`src/rtl/float_unpack_pipe.sv`:
```
`default_nettype none
// ============================================================================
//  Module      : float_unpack_pipe
//  Description : Two-stage multi-lane float unpacker (break + optional
//                subnormal normalisation) with a valid/ready handshake.
//  Revision    : 1.0 - initial release
// ============================================================================
module float_unpack_pipe #(
    parameter int EXP_WIDTH = 8,
    parameter int MAN_WIDTH = 23,
    parameter int LANES     = 4
) (
    input  logic                                  clk,
    input  logic                                  rst,
    input  logic                                  in_valid,
    output logic                                  in_ready,
    input  logic [LANES*(EXP_WIDTH+MAN_WIDTH+1)-1:0] in_data,
    input  logic                                  norm_en,
    output logic                                  out_valid,
    input  logic                                  out_ready,
    output logic [LANES-1:0]                      out_sign,
    output logic [LANES*(EXP_WIDTH+2)-1:0]        out_exp,
    output logic [LANES*(MAN_WIDTH+3)-1:0]        out_man,
    output logic [LANES*3-1:0]                    out_class
);

    localparam int c_float_w = EXP_WIDTH + MAN_WIDTH + 1;
    localparam int c_exp_w   = EXP_WIDTH + 2;
    localparam int c_man_w   = MAN_WIDTH + 3;
    localparam int c_lz_w    = $clog2(MAN_WIDTH + 1);

    localparam logic [2:0] c_cls_zero = 3'd0;
    localparam logic [2:0] c_cls_sub  = 3'd1;
    localparam logic [2:0] c_cls_norm = 3'd2;
    localparam logic [2:0] c_cls_inf  = 3'd3;
    localparam logic [2:0] c_cls_qnan = 3'd4;
    localparam logic [2:0] c_cls_snan = 3'd5;

    logic                       r_v1, r_v2, r_norm1;
    logic [LANES-1:0]           r_sign1, r_sign2;
    logic [LANES*c_exp_w-1:0]   r_exp1, r_exp2;
    logic [LANES*c_man_w-1:0]   r_man1, r_man2;
    logic [LANES*3-1:0]         r_cls1, r_cls2;

    logic [LANES-1:0]           w_s1_sign;
    logic [LANES*c_exp_w-1:0]   w_s1_exp, w_s2_exp;
    logic [LANES*c_man_w-1:0]   w_s1_man, w_s2_man;
    logic [LANES*3-1:0]         w_s1_cls;
    logic                       w_s1_ready, w_s2_ready;

    assign w_s2_ready = !r_v2 || out_ready;
    assign w_s1_ready = !r_v1 || w_s2_ready;
    assign in_ready   = w_s1_ready;

    genvar i;
    generate
        for (i = 0; i < LANES; i++) begin : g_lane
            logic [c_float_w-1:0] w_f;
            logic [EXP_WIDTH-1:0] w_efield;
            logic [MAN_WIDTH-1:0] w_frac;
            logic                 w_ezero, w_eones, w_fzero;
            logic [MAN_WIDTH-1:0] w_frac1;
            logic [c_man_w-1:0]   w_man1;
            logic [c_lz_w-1:0]    w_lz;
            logic                 w_found;
            logic                 w_do_norm;

            // Break: split fields and classify the raw operand.
            assign w_f      = in_data[i*c_float_w +: c_float_w];
            assign w_efield = w_f[c_float_w-2 -: EXP_WIDTH];
            assign w_frac   = w_f[MAN_WIDTH-1:0];
            assign w_ezero  = (w_efield == '0);
            assign w_eones  = &w_efield;
            assign w_fzero  = (w_frac == '0);

            assign w_s1_sign[i] = w_f[c_float_w-1];
            assign w_s1_exp[i*c_exp_w +: c_exp_w] =
                w_ezero ? c_exp_w'(1) : {2'b00, w_efield};
            assign w_s1_man[i*c_man_w +: c_man_w] = {2'b00, !w_ezero, w_frac};
            assign w_s1_cls[i*3 +: 3] =
                w_ezero ? (w_fzero ? c_cls_zero : c_cls_sub) :
                w_eones ? (w_fzero ? c_cls_inf :
                           (w_frac[MAN_WIDTH-1] ? c_cls_qnan : c_cls_snan)) :
                c_cls_norm;

            // Normalise: shift the subnormal fraction until the hidden bit is set.
            assign w_man1  = r_man1[i*c_man_w +: c_man_w];
            assign w_frac1 = w_man1[MAN_WIDTH-1:0];

            always_comb begin
                w_lz    = '0;
                w_found = 1'b0;
                for (int b = MAN_WIDTH - 1; b >= 0; b--) begin
                    if (!w_found) begin
                        if (w_frac1[b]) w_found = 1'b1;
                        else            w_lz    = w_lz + c_lz_w'(1);
                    end
                end
            end

            assign w_do_norm = r_norm1 && (r_cls1[i*3 +: 3] == c_cls_sub);
            assign w_s2_man[i*c_man_w +: c_man_w] =
                w_do_norm ? (w_man1 << (w_lz + c_lz_w'(1))) : w_man1;
            assign w_s2_exp[i*c_exp_w +: c_exp_w] =
                w_do_norm ? (c_exp_w'(0) - c_exp_w'(w_lz)) : r_exp1[i*c_exp_w +: c_exp_w];
        end
    endgenerate

    always_ff @(posedge clk or posedge rst) begin
        if (rst) begin
            r_v1    <= 1'b0;
            r_norm1 <= 1'b0;
            r_sign1 <= '0;
            r_exp1  <= '0;
            r_man1  <= '0;
            r_cls1  <= '0;
        end else if (w_s1_ready) begin
            r_v1 <= in_valid;
            if (in_valid) begin
                r_norm1 <= norm_en;
                r_sign1 <= w_s1_sign;
                r_exp1  <= w_s1_exp;
                r_man1  <= w_s1_man;
                r_cls1  <= w_s1_cls;
            end
        end
    end

    always_ff @(posedge clk or posedge rst) begin
        if (rst) begin
            r_v2    <= 1'b0;
            r_sign2 <= '0;
            r_exp2  <= '0;
            r_man2  <= '0;
            r_cls2  <= '0;
        end else if (w_s2_ready) begin
            r_v2 <= r_v1;
            if (r_v1) begin
                r_sign2 <= r_sign1;
                r_exp2  <= w_s2_exp;
                r_man2  <= w_s2_man;
                r_cls2  <= r_cls1;
            end
        end
    end

    assign out_valid = r_v2;
    assign out_sign  = r_sign2;
    assign out_exp   = r_exp2;
    assign out_man   = r_man2;
    assign out_class = r_cls2;

endmodule
`default_nettype wire

```
`config.mk`:
```
export PLATFORM = sky130hd
export DESIGN_NAME = float_unpack_pipe
export DESIGN_NICKNAME = d
export VERILOG_FILES = /design/src/rtl/float_unpack_pipe.sv
export SDC_FILE = /design/constraint.sdc
export NUM_CORES = 1
export LEC_CHECK = 0
export BUFFER_PORTS_ARGS = -buffer_cell sky130_fd_sc_hd__buf_2
export CELL_PAD_IN_SITES_DETAIL_PLACEMENT = 1
export CELL_PAD_IN_SITES_GLOBAL_PLACEMENT = 1
export CORE_ASPECT_RATIO = 0.7
export CORE_MARGIN = 10
export CORE_UTILIZATION = 43
export DETAILED_ROUTE_END_ITERATION = 8
export HOLD_SLACK_MARGIN = 0.05
export PLACE_DENSITY = 0.89
export SLEW_MARGIN = 20
export SYNTH_ARGS = -nofsm -noshare
export SYNTH_HDL_FRONTEND = slang
export SYNTH_SLANG_ARGS = --single-unit
```
`constraint.sdc`:
```
create_clock -name clk -period 22.8 [get_ports clk]
set_input_delay 2.28 -clock clk [delete_from_list [all_inputs] [get_ports clk]]
set_output_delay 2.28 -clock clk [all_outputs]
set_load 0.01 [all_outputs]
```
==> results of run 1 <==
-- tightest hold or removal path, cell delays in order (launching register included) --
cell     delay, ps
dfrtp_1        340
nand2_1         50
nand2_1         50
-- cell type report --
class | count | area share, %
Clock inverter | 11 | 0.610
Tap cell | 819 | 3.40
Clock buffer | 49 | 3.31
Sequential cell | 303 | 25.1
Timing Repair Buffer | 330 | 5.77
Inverter | 116 | 1.47
Antenna cell | 1 | 0.00830
Multi-Input combinational cell | 2916 | 60.3
-- power by group through the flow --
stage          combinational, mW  sequential [mW]  clock [mW]
2_1_floorplan              0.933            0.698           0
3_3_place_gp                1.24            0.751           0
3_5_place_dp                1.29            0.754           0
4_1_cts                     1.30            0.746       0.620
5_1_grt                     1.45            0.762       0.642
6_report                    1.34            0.752       0.611
-- cell usage after synthesis, types with 10 or more instances --
cell      number  area, um2
nor2_1       312       1170
a211oi_1      42        315
or2_2         15       93.8
a221oi_1      34        298
xnor2_1      120       1050
mux2i_1      229       2290
nand2b_1      40        250
nor2b_1       55        344
and3_1        34        213
nor3_1        82        410
buf_1         16       60.1
a211o_1       11       96.3
and2_1        30        188
dfrtp_1      303       7580
inv_1        112        420
mux2_2        30        338
nand2_1      708       2660
maj3_1        11        110
nand3b_1      11       82.6
buf_2         12       60.1
a21oi_1      225       1130
nand3_1       69        345
o21ai_0      251       1260
nand4_1       23        144
nor4_1        48        300
o21a_1        14        105
or3_1         27        169
a21o_1        22        165
xor2_1        46        403
o31ai_1       10       75.1
a31oi_1       31        194
o211ai_1      14        105
a221o_1       11        110
ha_1          84       1050
o22ai_1       37        231
a22oi_1       50        375
xnor3_1       12        270
nor3b_1       13       97.6
clkbuf_1     194        728
-- routing by layer --
metal	global-route usage, %	vias to the layer above
met5	0	-
met4	8.27	6
met3	7.84	170
met2	41.3	1145
met1	39.6	14074
li1	-	12879
-- stage by stage --
step	total power, mW	instance area [um2]	worst slack, ps
final	2.70	30200	8210
after global routing	2.86	30200	6960
after detailed placement	2.04	29000	8570
after global placement	1.99	29000	8920
after floorplan	1.63	27000	10010
after CTS	2.67	30100	8480
-- flip-flops by register name (all words and copies together) (netlist names) --
signal and cells:
r_exp1 32, out_exp 36, r_cls1 12, r_sign1 4
r_v1 1, r_norm1 1, out_valid 1, out_man 104
out_class 12, r_man1 96, out_sign 4
-- worst max-delay path by stage --
stage                                          to  slack [ps]
after floorplan           out_man[89]$_DFFE_PP0P_       10010
after global placement    out_man[92]$_DFFE_PP0P_        8920
after detailed placement  out_man[92]$_DFFE_PP0P_        8570
after CTS                 out_man[40]$_DFFE_PP0P_        8480
after global routing      out_man[44]$_DFFE_PP0P_        6960
final                     out_man[44]$_DFFE_PP0P_        8210
-- cell families after synthesis --
kind of cell	Yosys count	synth area share [%]
AND/OR/NAND/NOR	1516	25.6
AO/OA/AOI/OAI	852	19.7
buffers and inverters	346	5.01
flip-flops	303	28.1
multiplexers	261	9.87
XOR/XNOR	191	7.47
adder cells (fa/ha/maj)	95	4.30
other	1	0.0139
==> impl_metrics.env, run 1 <==
export IMPL_multi_input_area_mm2=0.0182
export IMPL_hold_slack_ps=471
export IMPL_antenna_found_initial=6
export IMPL_rows=76
export IMPL_holdPathStages=2
export IMPL_die_y_um=230
export IMPL_synth_enable_flop_cells=0
export IMPL_io_pin_count=295
export IMPL_drtPass1Iterations=5
export IMPL_crit_buf_inv=0
export IMPL_netSwitchingFraction_pct=45.4
export IMPL_drt_iter0_markers=2953
export IMPL_slew_limit_headroom_pct=24.4
export IMPL_finalHoldViolations=0
export IMPL_core_area_mm2=0.0619
export IMPL_wl_per_cell_um=23.7
export IMPL_final_cell_mix="nand2_1, nor2_1, dfrtp_1, buf_2, o21ai_0"
export IMPL_arrival_ps=15020
export IMPL_grt_pass1_vias=28205
export IMPL_p_int_mw=1.47
export IMPL_layout_drive_gt1_share_pct=12.8
export IMPL_synth_area_per_cell_um2=7.58
export IMPL_netlist_instances=3565
export IMPL_path_delay_family="compound AO/OA/AOI/OAI gates"
export IMPL_nNetsFinal=3919
export IMPL_drt_total_wl_um=108000
export IMPL_cp_common_cell="ha_1"
export IMPL_required_ps=23230
export IMPL_cts_resized=0
export IMPL_final_util_pct=48.7
export IMPL_start_kind="register"
export IMPL_hp_start="r_sign1[1]$_DFFE_PP0P_"
export IMPL_power_frac_clock_pct=22.6
export IMPL_rsz0062_at_grt="no"
export IMPL_ys_ff_latch=303
export IMPL_max_cap_viol_count=0
export IMPL_cts_tree="done"
export IMPL_routabilityCongestion=0.957
export IMPL_seq_area_frac_synth_pct=28.1
export IMPL_reg2reg_from="r_man1[48]$_DFFE_PP0P_"
export IMPL_synthFlopType="dfrtp_1"
export IMPL_cts_htree_levels=2
export IMPL_drcViolationCount=0
export IMPL_pwr_share_comb_pct=49.5
export IMPL_start_util_pct=43.7
export IMPL_drv_slew=0
export IMPL_synth_async_reset_ratio_pct=100
export IMPL_grtUsageTotal_pct=28.1
export IMPL_p_sw_mw=1.22
export IMPL_synth_nets=3782
export IMPL_fin_crit_ps=14590
export IMPL_antenna_left=0
export IMPL_final_cells=4545
export IMPL_die_x_um=320
export IMPL_crit_path_start="r_man1[48]$_DFFE_PP0P_"
export IMPL_setup_viol=0
export IMPL_powerDensity_mw_per_mm2=89.4
export IMPL_min_to="out_sign[1]$_DFFE_PP0P_"
export IMPL_ys_types=100
export IMPL_clk_pin_slew_ps=60
export IMPL_hold_class="reg -> reg"
export IMPL_grt_start_max_net_pins=120
export IMPL_reg2reg_depth=66
export IMPL_routed_wl_met3_um=10200
export IMPL_fillers=7752
export IMPL_postCtsSetupBuffers=0
export IMPL_worst_pin_slew_ps=1130
export IMPL_finClkSkew_ps=17.9
export IMPL_seqPwrFrac_pct=27.9
export IMPL_clockBufferDepth=3
export IMPL_met1_length_um=48700
export IMPL_yosys_warnings=0
export IMPL_dr_wl_met2_um=45900
export IMPL_layout_commonest_cell="nand2_1"
export IMPL_p_leak_nw=13.8
export IMPL_dp_cells=4484
export IMPL_end_kind="register"
export IMPL_rrSetupSlack_ps=8210
export IMPL_cts_buffers=35
export IMPL_cp_depth=66
export IMPL_tns_ps=0
export IMPL_via_per_inst=6.22
export IMPL_die_area_mm2=0.0734
export IMPL_worstSetupPathType="reg -> reg"
export IMPL_portBuffers=294
export IMPL_slowest_delay_ps=720
export IMPL_cts_hold_buf=0
export IMPL_ctsRootBufferMaster="clkbuf_16"
export IMPL_cts_sinks=303
export IMPL_clk_latency_ps=580
export IMPL_dr_total_vias=28274
export IMPL_grt_pass1_wl_um=168000
export IMPL_r2r_end="out_man[44]$_DFFE_PP0P_"
export IMPL_gr_total_overflow=0
export IMPL_status="finished clean"
export IMPL_cp_max_fo=25
export IMPL_fin_crit_sh_pct=64.0
export IMPL_hpwl_um=81300
export IMPL_syn_to_final_growth_pct=11.6
export IMPL_highest_layer="met5"
export IMPL_fmax_ghz=0.0686
export IMPL_regArea_mm2=0.00758
export IMPL_syn_area_mm2=0.0270
export IMPL_vdd_drop_max_v=0.0000596
export IMPL_cp_slowest_cell="dfrtp_1"
(Power assumes the default switching activity.)
==> run 2, diff against run 1 <==
--- a/config.mk
+++ b/config.mk
@@ -5,12 +5,13 @@
 export SDC_FILE = /design/constraint.sdc
 export NUM_CORES = 1
 export LEC_CHECK = 0
+export ABC_AREA = 1
 export BUFFER_PORTS_ARGS = -buffer_cell sky130_fd_sc_hd__buf_2
 export CELL_PAD_IN_SITES_DETAIL_PLACEMENT = 1
 export CELL_PAD_IN_SITES_GLOBAL_PLACEMENT = 1
 export CORE_ASPECT_RATIO = 0.7
 export CORE_MARGIN = 10
-export CORE_UTILIZATION = 43
+export CORE_UTILIZATION = 39
 export DETAILED_ROUTE_END_ITERATION = 8
 export HOLD_SLACK_MARGIN = 0.05
 export PLACE_DENSITY = 0.89
==> constraint.sdc (replaced) <==
create_clock -name clk -period 13.39 [get_ports clk]
set_input_delay 1.339 -clock clk [delete_from_list [all_inputs] [get_ports clk]]
set_output_delay 1.339 -clock clk [all_outputs]
set_load 0.01 [all_outputs]
==> run 2 against run 1 <==
Synthesized cell count up 19%. Sequential power grew 73%. Sequential share of layout area grew 0.075 points. Total power up 65%. Clock power rose by 77%. Die area is 9.3% higher. Utilization is 4.7 points lower. Highest routed layer unchanged. Via count increased by 4.1%. Worst hold slack better by 8.3 ps. Flip-flop and latch count is the same. Worst setup slack worse by 7100 ps. Largest power group unchanged.
==> impl_metrics.env, run 2 <==
export IMPL_portBuffers=294
export IMPL_grt_start_max_net_pins=82
export IMPL_syn_area_mm2=0.0270
export IMPL_reg2reg_from="r_man1[99]$_DFFE_PP0P_"
export IMPL_start_util_pct=39.5
export IMPL_dr_total_vias=29426
export IMPL_p_leak_nw=15.6
export IMPL_synth_enable_flop_cells=0
export IMPL_fillers=9275
export IMPL_fin_ws_ps=1080
export IMPL_rrSetupSlack_ps=1080
export IMPL_ys_ff_latch=303
export IMPL_synth_nets=4465
export IMPL_die_x_um=334
export IMPL_synth_most_common_cell="nand2_1"
export IMPL_fin_crit_ps=12310
export IMPL_clockBufferDepth=3
export IMPL_ys_types=64
export IMPL_syn_to_final_growth_pct=11.5
export IMPL_slowest_delay_ps=490
export IMPL_holdPathStages=2
export IMPL_fmax_ghz=0.0813
export IMPL_wl_per_cell_um=19.4
export IMPL_core_area_mm2=0.0684
export IMPL_cp_common_cell="nand2_1"
export IMPL_drv_slew=0
export IMPL_cts_tree="done"
export IMPL_yosys_top_cells_count="nand2_1, inv_1, o21ai_0, nand3_1, nor2_1"
export IMPL_grt_pass1_vias=29708
export IMPL_worstSetupPathType="reg -> reg"
export IMPL_cts_htree_levels=2
export IMPL_rsz0062_at_grt="no"
export IMPL_drt_total_wl_um=104000
export IMPL_min_to="out_sign[3]$_DFFE_PP0P_"
export IMPL_hpwl_um=78900
export IMPL_required_ps=13890
export IMPL_cts_hold_buf=0
export IMPL_synth_area_top_cells="dfrtp_1, nand2_1, o21ai_0"
export IMPL_worst_pin_slew_ps=994
export IMPL_synthFlopType="dfrtp_1"
export IMPL_cp_slowest_cell="ha_2"
export IMPL_antenna_left=0
export IMPL_yosys_warnings=0
export IMPL_nNetsFinal=4665
export IMPL_clk_latency_ps=580
export IMPL_antenna_found_initial=4
export IMPL_drcViolationCount=0
export IMPL_max_cap_viol_count=0
export IMPL_die_area_mm2=0.0803
export IMPL_cts_buffers=37
export IMPL_gr_total_overflow=0
export IMPL_dpl_worst_slack_ps=1120
export IMPL_end_kind="register"
export IMPL_vdd_drop_max_v=0.000119
export IMPL_arrival_ps=12810
export IMPL_fin_crit_sh_pct=91.9
export IMPL_powerDensity_mw_per_mm2=148
export IMPL_start_kind="register"
export IMPL_rows=80
export IMPL_synth_top_area_share_pct=28.1
export IMPL_crit_path_start="r_man1[99]$_DFFE_PP0P_"
export IMPL_setup_viol=0
export IMPL_drtPass1Iterations=5
export IMPL_io_pin_count=295
export IMPL_layout_drive_gt1_share_pct=14.3
export IMPL_layout_commonest_cell="nand2_1"
export IMPL_finClkSkew_ps=22.9
export IMPL_status="finished clean"
export IMPL_synth_area_per_cell_um2=6.35
export IMPL_dp_cells=5310
export IMPL_hold_class="reg -> reg"
export IMPL_synth_async_reset_ratio_pct=100
export IMPL_cp_max_fo=11
export IMPL_grt_pass1_wl_um=164000
export IMPL_final_cells=5375
export IMPL_slew_limit_headroom_pct=32.0
export IMPL_ctsRootBufferMaster="clkbuf_16"
export IMPL_grtUsageTotal_pct=25.1
export IMPL_netlist_instances=4248
export IMPL_cts_sinks=303
export IMPL_drt_iter0_markers=2176
export IMPL_hp_start="r_sign1[3]$_DFFE_PP0P_"
export IMPL_reg2reg_depth=82
export IMPL_finalHoldViolations=0
export IMPL_synth_area_leader_cell="dfrtp_1"
export IMPL_die_y_um=240
export IMPL_final_cell_mix="nand2_1, inv_1, o21ai_0, nand3_1, nor2_1"
export IMPL_via_per_inst=5.47
export IMPL_clk_pin_slew_ps=60
export IMPL_seq_area_frac_synth_pct=28.1
export IMPL_tns_ps=0
export IMPL_r2r_end="out_man[101]$_DFFE_PP0P_"
export IMPL_routabilityCongestion=0.915
export IMPL_largest_register_ffs=104
-- run 2: cell count changes after synthesis, moves of 104 or more --
cell | before | now
clkbuf_1 | 194 | 79
inv_1 | 112 | 497
mux2i_1 | 229 | 16
nand2_1 | 708 | 1286
nand3_1 | 69 | 365
o21ai_0 | 251 | 383
xnor2_1 | 120 | 16
-- run 2: area by class of cell --
| type | instances | area, um2 | share of cell area (%) |
|---|---|---|---|
| Inverter | 564 | 2150 | 7.16 |
| Antenna cell | 1 | 2.50 | 0.00832 |
| Tap cell | 902 | 1130 | 3.75 |
| Timing Repair inverter | 1 | 7.51 | 0.0250 |
| Clock inverter | 17 | 230 | 0.766 |
| Clock buffer | 46 | 990 | 3.29 |
| Sequential cell | 303 | 7580 | 25.2 |
| Timing Repair Buffer | 317 | 1640 | 5.47 |
| Multi-Input combinational cell | 3224 | 16300 | 54.3 |
-- run 2: logic make-up after synthesis --
family	Yosys count	share of synthesized area, %
AOI/OAI and AO/OA	761	14.7
xor gates and xnor gates	47	1.53
adders and majority gates	84	3.90
buffers and inverters	721	11.5
DFF	303	28.1
muxes	16	0.594
and+or+nand+nor	2316	39.6
-- run 2: worst max-delay path: cells and delay by family, from the launching register on --
family,cells,cell delay (ps)
adder cells (fa/ha/maj),13,4110
AND/OR/NAND/NOR,39,3600
AO/OA/AOI/OAI,14,2480
buffers and inverters,13,1150
XOR/XNOR,3,500
flip-flops,1,370
-- run 2: how the worst max path moves through the flow --
stage | slack [ps] | depth (start not counted) | end
final | 1080 | 82 | out_man[101]$_DFFE_PP0P_
after global routing | 30 | 68 | out_man[23]$_DFFE_PP0P_
after CTS | 960 | 80 | out_man[100]$_DFFE_PP0P_
after detailed placement | 1120 | 80 | out_man[100]$_DFFE_PP0P_
after global placement | 1760 | 69 | out_man[23]$_DFFE_PP0P_
after floorplan | 2780 | 83 | out_man[96]$_DFFE_PP0P_
-- run 2: per-layer routing --
layer	routed length [um]	GRT usage (%)	share of wire, %	vias up
met2	45100	39.1	43	873
met3	7140	4.88	6.8	149
met5	27	0	0.026	-
li1	-	-	-	14120
met4	2250	5.89	2.2	4
met1	49800	35.5	48	14280
-- run 2: what timing repair did --
action,4_1_cts,5_1_grt
resized for setup,0,7
endpoints found under the setup margin,0,27
buffers inserted,0,0
-- run 2: where the power goes --
| part | internal, mW | switching [mW] | total [mW] |
|---|---|---|---|
| logic | 0.667 | 1.41 | 2.08 |
| registers | 1.11 | 0.192 | 1.30 |
| clock network | 0.622 | 0.461 | 1.08 |
-- run 2: through the flow --
step / hold slack (ps) / area, um2 / power [mW] / utilization (%)
floorplan: 442 / 27000 / 2.68 / -
global placement: 451 / 28800 / 3.25 / 42.2
detailed placement: 460 / 28800 / 3.33 / 42.2
CTS: 476 / 30000 / 4.44 / 44.0
global route: 500 / 30100 / 4.80 / 44.0
finish: 479 / 30100 / 4.46 / 44.0
